File: config.mk
export PLATFORM = sky130hd
export DESIGN_NAME = batch_fifo_transmitter
export DESIGN_NICKNAME = d
export VERILOG_FILES = /design/src/rtl/batch_fifo_transmitter.sv
export SDC_FILE = /design/constraint.sdc
export NUM_CORES = 1
export LEC_CHECK = 0
export ABC_CLOCK_PERIOD_IN_PS = 3750
export BUFFER_PORTS_ARGS = -buffer_cell sky130_fd_sc_hd__buf_2
export CORE_ASPECT_RATIO = 1.1
export CORE_UTILIZATION = 30
export CTS_CLUSTER_DIAMETER = 80
export DETAILED_ROUTE_END_ITERATION = 10
export PLACE_DENSITY = 0.49
export SKIP_LAST_GASP = 1
export SYNTH_ARGS = -nofsm -noshare
export SYNTH_HDL_FRONTEND = slang
export SYNTH_SLANG_ARGS = --single-unit
export TNS_END_PERCENT = 5
File: constraint.sdc
create_clock -name CLOCK_50 -period 3.75 [get_ports CLOCK_50]
set_clock_uncertainty 0.1 [all_clocks]
set_input_delay 0.375 -clock CLOCK_50 [delete_from_list [all_inputs] [get_ports CLOCK_50]]
set_output_delay 0.375 -clock CLOCK_50 [all_outputs]
set_load 0.02 [all_outputs]
File: src/rtl/batch_fifo_transmitter.sv
// batch_fifo_transmitter
//   Store-and-forward sender. Words are buffered in a DEPTH-entry FIFO and handed
//   one at a time to a downstream transmitter through a start/busy handshake.
//   Stream mode (mode=0) sends whenever data is queued. Batch mode (mode=1) holds
//   words until BATCH_SIZE are queued or flush is pulsed, then drains the whole queue.
//
//   Handshake: the downstream side owns tx_busy. A new word is only loaded while
//   tx_busy is low. tx_start is a single-cycle pulse during which tx_data is valid.
//   tx_data then holds its value until the next word is loaded. One GAP cycle after
//   each pulse gives the transmitter time to raise tx_busy.
//
// Ports
//   CLOCK_50   in   clock, rising edge
//   reset      in   asynchronous, active-high
//   wr_en      in   push wr_data this cycle (dropped when full)
//   wr_data    in   word to enqueue
//   mode       in   0 = stream, 1 = batch (sampled in IDLE)
//   flush      in   batch mode: start a drain regardless of level
//   tx_busy    in   downstream transmitter busy
//   tx_start   out  1-cycle pulse, tx_data valid
//   tx_data    out  registered word being sent
//   full       out  level == DEPTH
//   empty      out  level == 0
//   level      out  number of words stored
//   overflow   out  sticky: a write was dropped while full
//   active     out  FSM not in IDLE
//   fsm_state  out  current FSM state, for observation

module batch_fifo_transmitter #(
   parameter int WORD_SIZE  = 4,
   parameter int DEPTH      = 8,
   parameter int BATCH_SIZE = 4
) (
   input  logic                         CLOCK_50,
   input  logic                         reset,
   input  logic                         wr_en,
   input  logic [WORD_SIZE-1:0]         wr_data,
   input  logic                         mode,
   input  logic                         flush,
   input  logic                         tx_busy,
   output logic                         tx_start,
   output logic [WORD_SIZE-1:0]         tx_data,
   output logic                         full,
   output logic                         empty,
   output logic [$clog2(DEPTH+1)-1:0]   level,
   output logic                         overflow,
   output logic                         active,
   output logic [1:0]                   fsm_state
);

   localparam int LVL_W = $clog2(DEPTH+1);
   localparam int PTR_W = $clog2(DEPTH);

   localparam logic [1:0] IDLE     = 2'd0;
   localparam logic [1:0] LOAD     = 2'd1;
   localparam logic [1:0] TRANSMIT = 2'd2;
   localparam logic [1:0] GAP      = 2'd3;

   logic [WORD_SIZE-1:0] mem_q [DEPTH];
   logic [WORD_SIZE-1:0] mem_d [DEPTH];
   logic [PTR_W-1:0]     wr_ptr_q, wr_ptr_d;
   logic [PTR_W-1:0]     rd_ptr_q, rd_ptr_d;
   logic [LVL_W-1:0]     level_q, level_d;
   logic                 overflow_q, overflow_d;
   logic                 drain_q, drain_d;
   logic [1:0]           state_q, state_d;
   logic [WORD_SIZE-1:0] tx_data_q, tx_data_d;

   logic full_w, empty_w, wr_acc, rd_acc, go;

   always_comb begin
      full_w  = (level_q == LVL_W'(DEPTH));
      empty_w = (level_q == '0);
      wr_acc  = wr_en && !full_w;
      // LOAD is only entered with data present; the empty guard keeps the
      // pointers safe regardless.
      rd_acc  = (state_q == LOAD) && !empty_w;
      go      = !empty_w && (!mode || drain_q);

      mem_d      = mem_q;
      wr_ptr_d   = wr_ptr_q;
      rd_ptr_d   = rd_ptr_q;
      level_d    = level_q;
      overflow_d = overflow_q;
      drain_d    = drain_q;
      state_d    = state_q;
      tx_data_d  = tx_data_q;

      if (wr_acc) begin
         mem_d[wr_ptr_q] = wr_data;
         wr_ptr_d        = wr_ptr_q + PTR_W'(1);
      end
      if (wr_en && full_w) begin
         overflow_d = 1'b1;
      end
      if (rd_acc) begin
         tx_data_d = mem_q[rd_ptr_q];
         rd_ptr_d  = rd_ptr_q + PTR_W'(1);
      end

      // Simultaneous write and read leaves the level unchanged.
      case ({wr_acc, rd_acc})
         2'b10:   level_d = level_q + LVL_W'(1);
         2'b01:   level_d = level_q - LVL_W'(1);
         default: level_d = level_q;
      endcase

      // Setting wins over the IDLE/empty clear so a flush into an empty queue
      // arms the drain for the next word.
      if (!mode) begin
         drain_d = 1'b0;
      end else if ((level_q >= LVL_W'(BATCH_SIZE)) || flush) begin
         drain_d = 1'b1;
      end else if ((state_q == IDLE) && empty_w) begin
         drain_d = 1'b0;
      end

      case (state_q)
         IDLE:     if (go && !tx_busy) state_d = LOAD;
         LOAD:     state_d = TRANSMIT;
         TRANSMIT: state_d = GAP;
         GAP:      state_d = IDLE;
         default:  state_d = IDLE;
      endcase
   end

   always_ff @(posedge CLOCK_50 or posedge reset) begin
      if (reset) begin
         for (int i = 0; i < DEPTH; i++) mem_q[i] <= '0;
         wr_ptr_q   <= '0;
         rd_ptr_q   <= '0;
         level_q    <= '0;
         overflow_q <= 1'b0;
         drain_q    <= 1'b0;
         state_q    <= IDLE;
         tx_data_q  <= '0;
      end else begin
         mem_q      <= mem_d;
         wr_ptr_q   <= wr_ptr_d;
         rd_ptr_q   <= rd_ptr_d;
         level_q    <= level_d;
         overflow_q <= overflow_d;
         drain_q    <= drain_d;
         state_q    <= state_d;
         tx_data_q  <= tx_data_d;
      end
   end

   // tx_start decodes the registered state, so an async reset drops it at once.
   assign tx_start  = (state_q == TRANSMIT);
   assign tx_data   = tx_data_q;
   assign full      = full_w;
   assign empty     = empty_w;
   assign level     = level_q;
   assign overflow  = overflow_q;
   assign active    = (state_q != IDLE);
   assign fsm_state = state_q;

endmodule

### Yosys cells after proc, flatten, opt, wreduce, memory -nomap -nowiden

Cells that the tools add are included.

* bits in registers: 50
* bits of input ports: 10
* word-level logic and storage cells: 62
* output and inout port bits: 15

* bitwise gates (word level): 2
* $lt $le $gt $ge: 4
* reduce and logical (&&, ||, !) cells: 17
* muxes and demuxes: 12
* equal/unequal tests: 8
* add/subtract/negate cells: 4

Operators with widths (count)
* 32-bit bitwise mux: 1
* 4-bit binary-select mux with 3-bit select: 1
* 4-bit demux with 3-bit select: 1
* 4-bit two-way mux: 3
* 4-bit >= comparator (second input constant): 2
* 3-bit NOT with 4-bit output: 2
* 2-bit case mux with 4 select lines: 1
* 4-bit case mux with 2 select lines: 1
* 1-bit logical AND: 7
* 3-bit by 1-bit adder with 3-bit output (second input constant): 2
* 2-bit == test (second input constant): 3
* 4-bit by 1-bit adder with 4-bit output (second input constant): 1
* 2-bit by 1-bit == test with 1-bit output (second input constant): 2
* 4-bit == test (second input constant): 1
* 4-bit by 3-bit >= comparator with 1-bit output (second input constant): 1
* 1-bit logical NOT: 4
* 4-bit logical NOT: 1
* 4-bit by 1-bit less-than comparator with 1-bit output (second input constant): 1
* 2-bit nonzero test: 2
* 4-bit by 1-bit subtractor with 4-bit output (second input constant): 1
* 1-bit two-way mux: 3
* 3-bit by 1-bit inequality test with 1-bit output (second input constant): 1
* 2-bit logical NOT: 1
* 1-bit logical OR: 2
* other kinds (2): 2

### Depth between registers and ports, before layout

* depth after elaboration: 6
* depth in mapped cells: 12
* mapped depth without buffers: 11

### Worst setup path after synthesis

No wires, ideal clock.

* path kind: register to register
* start point: register level_q[2] (netlist: level[2])
* end point: register level_q[2] (netlist: level[2])
* slack: 0.804 ns
* setup time: 0.139 ns
* cell stages (with the launch flop): 11
* buffers on the path: 0
* data required time: 3.511 ns
* clock period less this slack: 2.946 ns
* data arrival time: 2.707 ns
* cells stage by stage: dfrtp_1 nor4_1 nand2b_1 inv_1 ha_1 xor2_1 ha_1 a21oi_1 xor2_1 nor2_1 xor2_1

* cells in the longest elaborated chain, start to end: 5

Ends and longest elaborated chain
* start: declaration: line 63 `logic [LVL_W-1:0] level_q, level_d;`
* start signal: assignment: line 141 `level_q <= level_d;`
* 4-bit logical NOT (*): line 73 `empty_w = (level_q == '0);`
* via empty: line 44 `output logic empty,`
* 1-bit logical NOT (*): line 77 `rd_acc = (state_q == LOAD) && !empty_w;`
* 1-bit logical AND (*): line 77
* via rd_acc: line 69 `logic full_w, empty_w, wr_acc, rd_acc, go;`
* 2-bit by 1-bit == test with 1-bit output / 2-bit == test (equally long branches): line 102 `case ({wr_acc, rd_acc})`
* 4-bit case mux with 2 select lines / 2-bit nonzero test (equally long branches)

Mark *: on every way through the listed nets, which the timed path passes. The rest lies on a longest branch.
A chain may end at the register's enable or synchronous reset.

### Worst setup path after layout

* start point: register level_q[2] (netlist: level[2])
* end point: register level_q[2] (netlist: level[2])

* cells in the longest elaborated chain, start to end: 5

Ends and longest elaborated chain (line)
* 4-bit logical NOT (*): 73
* 1-bit logical NOT (*): 77
* 1-bit logical AND (*): 77
* via rd_acc: 69
* 2-bit by 1-bit == test with 1-bit output / 2-bit == test (equally long branches): 102
* 4-bit case mux with 2 select lines / 2-bit nonzero test (equally long branches)

Marked as above.

==> key figures <==
Setup path
  • R2R depth: 10
  • Crit-path cells: nor4_1 -> nand2b_1 -> inv_1 -> ha_1 -> xor2_1 -> ha_1 -> a21oi_1 -> xor2_1 -> nor2_1 -> xor2_1
  • CP max-delay cell: dfrtp_1
  • Critical Path AT: 2980 ps
  • WP data required: 3850 ps
  • Crit end category: flip-flop
  • Capture point of the worst reg-to-reg path: level[2]
  • Reg2Reg Setup Slack: 870 ps
  • Worst setup path class: flip-flop to flip-flop
  • Crit Path Max Fanout: 11
  • Most used cell, CP: xor2_1
  • Beginning of the critical path: level[2]
  • RR Startpoint: level[2]
  • Startpoint types: flip-flop
  • Critical Path Max Stage Delay: 500 ps

Clock tree
  • Clock Latency Late Sink: 310 ps
  • Resized Gates After CTS: 0
  • CTS Buffer Depth: 2
  • CTS buffer count: 5
  • # H-tree levels: 2
  • Post-CTS setup buffer count: 0
  • CTS Sinks: 50
  • Clock-pin slew on the worst setup and hold paths: 100 ps
  • CTS tree: yes
  • CTS root buf: clkbuf_8
  • # hold bufs at CTS: 0

Cells and area
  • Layout Utilization: 35.2%
  • Antenna cells: 0
  • Most common cell after layout, fill and taps aside: dfrtp_1
  • P&R area growth vs syn: 13.6%
  • Leading cell types in the layout, fill and taps excluded: dfrtp_1, mux2_2, buf_2
  • # fillers: 798
  • Layout cells sized above 1: 36.2%
  • Nets@finish: 225

STA
  • Least-Margin Pin Slew: 1060 ps
  • Final Max Slew Viols: 0
  • Max-slew headroom: 29.4%
  • Hold Fails Final Rpt: 0
  • RSZ-0062 raised after global routing: false
  • Crit path time final: 2880 ps
  • Final setup violation count: 0
  • Sum Neg Setup Slack: 0 ps
  • Fin crit share: 76.8%
  • FMAX: 347 MHz

Worst hold path
  • Hold/Removal Path Class: input pin to flip-flop
  • Hold depth: 2
  • Hold_sp: mode
  • Worst hold endpoint: drain_q

Power
  • Final Power: 2.50 mW
  • Maximum vdd drop: 0.195 mV
  • Leakage Power: 1.26 nW
  • Power Dens Cells: 898 nW/um^2

Placed design
  • GP Congestion: 0.689
  • Buffers on Ports: 24
  • Dpl hpwl: 3.19 mm

GRT
  • Largest net degree at the start of global routing: 51
  • Antenna violations before repair: 0
  • Grt met1 use: 16.4%
  • Grt peak-use layer: met2
  • Met3 GRT Util: 2.73%
  • First-pass GRT wire length: 7.67 mm
  • Vias in the first global route: 1469
  • GR Overflow Total: 0
  • Overall Global Routing Usage: 12.0%
  • Met2 usage: 18.5%

Detailed routing
  • DRC: 0
  • Routed WL per cell: 14.4 um
  • Wirelength, routed: 4.54 mm
  • Initial drt markers: 14
  • 1st-pass router iterations: 4
  • Via density: 4.54
  • Antenna Violating Nets Remaining: 0
  • Via count: 1429

Die
  • Overall die area: 8530 um^2
  • Total core area: 7910 um^2
  • Starting Density: 30.9%
  • I/O pin cnt: 25
  • DIE HEIGHT: 96.8 um
  • Die width: 88.1 um
  • Std cell rows: 34

Run status
  • Status: finished clean

Yosys
  • Register area share after synthesis: 51.1%
  • Synth warnings: 0
  • Synthesized Nets: 201
  • Post-Syn Instances: 182
  • Most used DFF post-synth: dfrtp_1
  • Average cell area after synthesis: 13.5 um^2
  • Synth async-reset ratio: 100%
  • FF+latch count, synth: 50
  • Synth unique cells: 31
  • Number of synthesized flops with an enable pin: 0
  • Mapped cell area: 2450 um^2

Job
  • Max-cap violations: 0
synth_stat cells (all sizes together) (2+ instances only):
| cell type | instances | area share (%) |
|---|---|---|
| nor2 | 3 | 0.46 |
| inv | 7 | 1.1 |
| o21ai | 8 | 1.6 |
| mux2 | 34 | 16 |
| dfrtp | 50 | 51 |
| nor3b | 2 | 1.5 |
| nor2b | 3 | 0.77 |
| mux4 | 4 | 3.7 |
| ha | 9 | 4.6 |
| nand2 | 11 | 1.7 |
| xnor2 | 5 | 1.8 |
| buf | 5 | 1.1 |
| clkbuf | 2 | 0.46 |
| mux2i | 17 | 6.9 |
| a21oi | 2 | 0.41 |
| nor4bb | 2 | 0.82 |
| xor2 | 4 | 1.4 |
| nand4b | 2 | 0.72 |
| nand3 | 2 | 0.41 |
state kept, by name, indices dropped and copies added, names as in the netlist:
register and cells:
level 4, fsm_state 2, wr_ptr_q 3, mem_q 32
overflow 1, drain_q 1, rd_ptr_q 3, tx_data 4
worst max path at each step:
stage	endpoint	slack, ps
detailed placement	level[2]	880
global placement	level[2]	960
global route	level[2]	620
CTS	level[2]	840
floorplan	level[2]	800
finish	level[2]	870
metal layers:
metal  vias to the layer above  wire [um]
li1                        690          -
met1                       714       2260
met2                        21       2120
met3                         4        119
met4                         0         34
met5                         -          0
per-stage QoR:
stage,setup WS (ps),hold WS [ps],instance area [um^2],cells
global placement,956,338,2670,307
floorplan,804,379,2450,182
detailed placement,877,339,2670,307
CTS,845,177,2780,315
finish,868,187,2780,315
global route,619,179,2780,315
cells by family (layout without fill, tap and decap cells):
| kind of cell | after synthesis | after routing | synth area share [%] |
|---|---|---|---|
| muxes | 55 | 55 | 26.3 |
| DFF | 50 | 50 | 51.1 |
| and+or+nand+nor | 32 | 32 | 9.15 |
| buffers and inverters | 14 | 39 | 2.66 |
| AOI/OAI and AO/OA | 13 | 13 | 3.02 |
| adders and majority gates | 9 | 9 | 4.60 |
| xor gates and xnor gates | 9 | 9 | 3.22 |
critical path: cells and delay by family, from the launching register on:
kind / cells / cell delay, ps
DFF: 1 / 500
AOI/OAI and AO/OA: 1 / 140
buffers and inverters: 1 / 160
and+or+nand+nor: 3 / 950
xor gates and xnor gates: 3 / 460
adders and majority gates: 2 / 470
where the power goes:
| group | switching, mW | leakage [nW] | internal (mW) | total [mW] |
|---|---|---|---|---|
| clock | 0.197 | 0.0563 | 0.203 | 0.400 |
| combinational | 0.453 | 0.599 | 0.560 | 1.01 |
| sequential | 0.277 | 0.600 | 0.809 | 1.09 |
| total | 0.927 | 1.26 | 1.57 | 2.50 |
cell type report:
| cell class | count | area (um^2) | share of cell area, % |
|---|---|---|---|
| flip-flops and latches | 50 | 1250 | 45.0 |
| multi-input cells | 118 | 1130 | 40.7 |
| well taps | 108 | 135 | 4.86 |
| repair buffers | 24 | 120 | 4.32 |
| clock buffers | 5 | 68.8 | 2.47 |
| clock inverters | 3 | 48.8 | 1.75 |
| inverters | 7 | 26.3 | 0.944 |
Power figures use the tool's default switching activity.
